File: src/rtl/ssd_scan_controller.sv
// Time-multiplexed scan controller for the 8-digit Nexys4 seven-segment display.
// Shadowed data is swapped only at frame boundaries; adds ghost blanking and 16-level PWM.
module ssd_scan_controller #(
    parameter int unsigned BLANK_CYCLES = 1024,
    parameter int unsigned ON_CYCLES    = 261120
) (
    input  logic        ClkPort,
    input  logic        Reset_n,
    input  logic [31:0] data_in,
    input  logic [7:0]  dp_in,
    input  logic [7:0]  digit_en_in,
    input  logic [3:0]  bright,
    input  logic        load_req,
    output logic        load_ack,
    output logic        frame_start,
    output logic [7:0]  An,
    output logic [7:0]  Cathodes
);

    localparam int unsigned SLOT = BLANK_CYCLES + ON_CYCLES;
    localparam int unsigned CW   = $clog2(SLOT);

    typedef enum logic {StBlank, StOn} state_e;

    state_e         state_q;
    logic [CW-1:0]  cnt_q;
    logic [2:0]     idx_q;
    logic [31:0]    sh_data_q;
    logic [7:0]     sh_dp_q;
    logic [7:0]     sh_en_q;

    logic           last_cnt;
    logic           frame_wrap;
    logic [CW-1:0]  on_rel;
    logic [3:0]     pwm_phase;
    logic           pwm_on;
    logic           lit;
    logic [3:0]     nibble;
    logic [6:0]     seg;

    assign last_cnt   = (cnt_q == CW'(SLOT - 1));
    assign frame_wrap = last_cnt && (idx_q == 3'd7);
    assign on_rel     = cnt_q - CW'(BLANK_CYCLES);
    assign pwm_phase  = on_rel[3:0];
    assign pwm_on     = (bright == 4'hF) || (pwm_phase < bright);
    assign lit        = (state_q == StOn) && sh_en_q[idx_q] && pwm_on;
    assign nibble     = sh_data_q[{idx_q, 2'b00} +: 4];

    // abcdefg, active-low
    always_comb begin
        seg = 7'b1111111;
        unique case (nibble)
            4'h0: seg = 7'b0000001;
            4'h1: seg = 7'b1001111;
            4'h2: seg = 7'b0010010;
            4'h3: seg = 7'b0000110;
            4'h4: seg = 7'b1001100;
            4'h5: seg = 7'b0100100;
            4'h6: seg = 7'b0100000;
            4'h7: seg = 7'b0001111;
            4'h8: seg = 7'b0000000;
            4'h9: seg = 7'b0000100;
            4'hA: seg = 7'b0001000;
            4'hB: seg = 7'b1100000;
            4'hC: seg = 7'b0110001;
            4'hD: seg = 7'b1000010;
            4'hE: seg = 7'b0110000;
            4'hF: seg = 7'b0111000;
        endcase
    end

    always_ff @(posedge ClkPort or negedge Reset_n) begin
        if (!Reset_n) begin
            state_q     <= StBlank;
            cnt_q       <= '0;
            idx_q       <= 3'd0;
            sh_data_q   <= 32'h0;
            sh_dp_q     <= 8'h00;
            sh_en_q     <= 8'h00;
            load_ack    <= 1'b0;
            frame_start <= 1'b0;
            An          <= 8'hFF;
            Cathodes    <= 8'hFF;
        end else begin
            if (last_cnt) begin
                cnt_q <= '0;
                idx_q <= idx_q + 3'd1;
            end else begin
                cnt_q <= cnt_q + CW'(1);
            end

            unique case (state_q)
                StBlank: if (cnt_q == CW'(BLANK_CYCLES - 1)) state_q <= StOn;
                StOn:    if (last_cnt) state_q <= StBlank;
            endcase

            frame_start <= frame_wrap;
            load_ack    <= frame_wrap && load_req;
            if (frame_wrap && load_req) begin
                sh_data_q <= data_in;
                sh_dp_q   <= dp_in;
                sh_en_q   <= digit_en_in;
            end

            // Outputs mirror this cycle's slot position, one cycle later.
            if (lit) begin
                An       <= ~(8'h01 << idx_q);
                Cathodes <= {seg, ~sh_dp_q[idx_q]};
            end else begin
                An       <= 8'hFF;
                Cathodes <= 8'hFF;
            end
        end
    end

endmodule

File: config.mk
export PLATFORM = sky130hd
export DESIGN_NAME = ssd_scan_controller
export DESIGN_NICKNAME = d
export VERILOG_FILES = /design/src/rtl/ssd_scan_controller.sv
export SDC_FILE = /design/constraint.sdc
export NUM_CORES = 1
export LEC_CHECK = 0
export CAP_MARGIN = 30
export CORE_ASPECT_RATIO = 0.7
export CORE_MARGIN = 3
export CORE_UTILIZATION = 47
export CTS_CLUSTER_SIZE = 10
export DETAILED_ROUTE_END_ITERATION = 6
export PLACE_DENSITY = 0.77
export SKIP_LAST_GASP = 1
export SYNTH_ARGS = -nofsm -noshare
export SYNTH_HDL_FRONTEND = slang
export SYNTH_SLANG_ARGS = --single-unit
export TNS_END_PERCENT = 30
File: constraint.sdc
create_clock -name ClkPort -period 5.85 [get_ports ClkPort]
set_input_delay 1.17 -clock ClkPort [delete_from_list [all_inputs] [get_ports ClkPort]]
set_output_delay 1.17 -clock ClkPort [all_outputs]
set_load 0.05 [all_outputs]
==> impl_metrics.tcl <==
set metrics [dict create \
    hp-class "flop to flop" \
    fp-row-count 28 \
    maxSlewHeadroom_pct 40.0 \
    grt_pass1_wl_mm 14.2 \
    antenna_left 0 \
    endpoint_kind "flop" \
    synth-warning-count 0 \
    grt_pass1_vias 2790 \
    p_sw_w 0.000251 \
    cts_made_buffers 9 \
    r2r_slack_ns 2.83 \
    power.internal_w 0.000940 \
    netlist.area_leader.share_pct 42.8 \
    fill_cells 688 \
    clk_path_buf_depth 2 \
    power_frac_seq_pct 51.2 \
    synth_area_um2 4210 \
    synth_edf_count 0 \
    fin_skew_ns 0.00872 \
    ff2ff_path_depth 6 \
    p_clk_share_pct 44.5 \
    vias 2602 \
    ys_ff_latch 88 \
    maxCapViolCount 0 \
    ys_seq_area_share_pct 52.8 \
    critPathMaxFanout 48 \
    viasPerCell 5.22 \
    die_w_um 119 \
    min_to "state_q" \
    die_area_um2 10100 \
    layout_min_cycle_time_ns 3.02 \
    start_util_pct 49.0 \
    status "completed" \
    async_flop_share_pct 100 \
    synth_cells 303 \
    reg2reg_to "sh_data_q[20]" \
    ir_drop_mv 0.153 \
    max_freq_ghz 0.331 \
    clock-sinks 88 \
    grt_max_degree 63 \
    synth.avg_cell_area_um2 13.9 \
    setup_tns_ns 0 \
    drt_wl_total_mm 8.30 \
    worst-setup-path-type "flop to flop" \
    hold_buffers 0 \
    track_usage_pct 18.1 \
    synth_flop_cell "dfrtp_1" \
    antenna_found_initial 0 \
    post-route-period-util_pct 51.6 \
    synth_cell_types 44 \
    p_comb_share_pct 4.4 \
    post_cts_resized 0 \
    cts-root-buf "clkbuf_16" \
    insertion_delay_ns 0.34 \
    r2r_start "cnt_q[0]" \
    worst_ep_arrival_time_ns 3.24 \
    drt-initial-drc-count 154 \
    design_power_total_w 0.00119 \
    post_cts_buffers 0 \
    multiInputGateArea_um2 1840 \
    clkTransAtPathRegs_ns 0.06 \
    gp_congestion 0.780 \
    hold_viol_final 0 \
    nets 444 \
    holdPathStages 1 \
    cts_tree "built" \
    final-seq-area_um2 2220 \
    drc 0 \
    syn_nets 374 \
    power.density_nw_per_um2 227 \
    synth_area_leaders "dfrtp_1, dfstp_2, mux2_2" \
    synth_top_cell_by_area "dfrtp_1" \
    wl_per_cell_um 16.7 \
    worst_pin_slew_ns 0.875 \
    crit_path_start_kind "flop" \
    swShare_pct 21.1 \
    first_pass_iters 4 \
    rsz0062_at_grt "false" \
    min_from "state_q" \
    area_delta_synth_final_pct 24.7 \
    core_area_um2 8580 \
    fp.dieH_um 85.2 \
    grt.overflow.total 0 \
    cts-htree-levels 3 \
    p_leak_nw 2.37 \
    finalSetupViolCount 0 \
    dp_hpwl_mm 5.91 \
    place.port_buffers 72 \
    drive_above_1_share_pct 27.0 \
    required_ns 6.07 \
    io_pins 73 \
    antenna_cells_inserted 0 \
    drv_slew 0 \
]
==> worst max path at each step <==
stage | start | to | slack, ns | cells past startpoint
floorplan | bright[1] | Cathodes[6] | 3.39 | 7
global placement | bright[1] | Cathodes[2] | 2.71 | 7
detailed placement | bright[1] | Cathodes[2] | 2.62 | 7
CTS | cnt_q[0] | sh_data_q[21] | 2.81 | 6
global route | idx_q[0] | Cathodes[4] | 2.58 | 7
finish | cnt_q[0] | sh_data_q[20] | 2.83 | 6
==> cells in the final DEF, fill, tap and decap left out, types with 4 or more instances in the layout <==
| cell | synthesis | layout |
|---|---|---|
| o211ai_1 | 5 | 5 |
| mux2_4 | 20 | 20 |
| dfstp_2 | 16 | 16 |
| dfrtp_1 | 72 | 72 |
| xnor2_1 | 6 | 6 |
| clkbuf_16 | 0 | 9 |
| mux2i_1 | 5 | 5 |
| nand2_1 | 17 | 17 |
| clkdlybuf4s50_1 | 0 | 71 |
| and3_1 | 4 | 4 |
| nand4_1 | 4 | 4 |
| inv_1 | 8 | 8 |
| nor2_1 | 9 | 9 |
| o21ai_0 | 7 | 7 |
| ha_1 | 16 | 16 |
| xor2_1 | 8 | 8 |
| mux4_2 | 12 | 12 |
| mux2_2 | 30 | 30 |
| nand3_1 | 16 | 16 |
| a21oi_1 | 5 | 5 |
==> power groups by stage <==
| stage | registers [W] | logic (W) | clock network [W] |
|---|---|---|---|
| global route | 0.000609 | 0.0000569 | 0.000569 |
| CTS | 0.000609 | 0.0000532 | 0.000547 |
| global placement | 0.000620 | 0.0000523 | 0 |
| floorplan | 0.000620 | 0.00000210 | 0 |
| finish | 0.000609 | 0.0000518 | 0.000530 |
| detailed placement | 0.000620 | 0.0000531 | 0 |
==> flip-flops by register name (all words and copies together) (netlist names) <==
| name | count |
|---|---|
| sh_en_q | 8 |
| cnt_q | 18 |
| frame_start | 1 |
| sh_dp_q | 8 |
| An | 8 |
| state_q | 1 |
| idx_q | 3 |
| Cathodes | 8 |
| sh_data_q | 32 |
| load_ack | 1 |
==> worst max-delay path: stages, from the launching register on <==
cell and delay (ns):
dfrtp_1 0.40, ha_1 0.20, and3_1 0.36, nand2_1 0.14, nor3_4 0.56, and3_4 0.78
mux2_2 0.41
==> layer usage <==
metal	vias up	routed length, um	track usage (%)
met1	1294	3910	25.2
met5	-	0	0
met2	73	3750	26.0
met3	10	566	7.93
li1	1225	-	-
met4	0	76	4.94
==> cells by family (layout without fill, tap and decap cells) <==
kind of cell | after synthesis | count (layout) | share of synthesized area, %
AND/OR/NAND/NOR | 69 | 69 | 9.13
XOR/XNOR | 14 | 14 | 2.91
buffers and inverters | 23 | 98 | 3.48
flip-flops | 88 | 88 | 52.8
multiplexers | 68 | 68 | 23.1
AO/OA/AOI/OAI | 25 | 25 | 3.81
adder cells (fa/ha/maj) | 16 | 16 | 4.76
==> synth_stat cells (5+ instances only) <==
cell,n
clkbuf_1,5
mux2i_1,5
mux2_2,30
mux4_2,12
dfrtp_1,72
nand3_1,16
nor2_1,9
dfstp_2,16
o21ai_0,7
o211ai_1,5
a21oi_1,5
xnor2_1,6
xor2_1,8
mux2_4,20
ha_1,16
nand2_1,17
inv_1,8
==> cell type report <==
type	count	area share [%]
flip-flops and latches	88	42.4
multi-input cells	192	35.1
repair buffers	73	13.8
clock buffers	11	4.63
well taps	120	2.86
inverters	9	0.644
clock inverters	5	0.620
==> stage by stage <==
stage	setup WS, ns	hold slack [ns]	area, um2	utilization (%)	std cells
after floorplan	3.39	0.451	4210	-	303
after global placement	2.71	0.474	4970	57.9	482
after detailed placement	2.62	0.467	4970	57.9	482
after CTS	2.81	0.480	5250	61.1	498
after global routing	2.58	0.509	5250	61.1	498
final	2.83	0.477	5250	61.1	498
No activity file was read; power rests on OpenSTA's default activity.
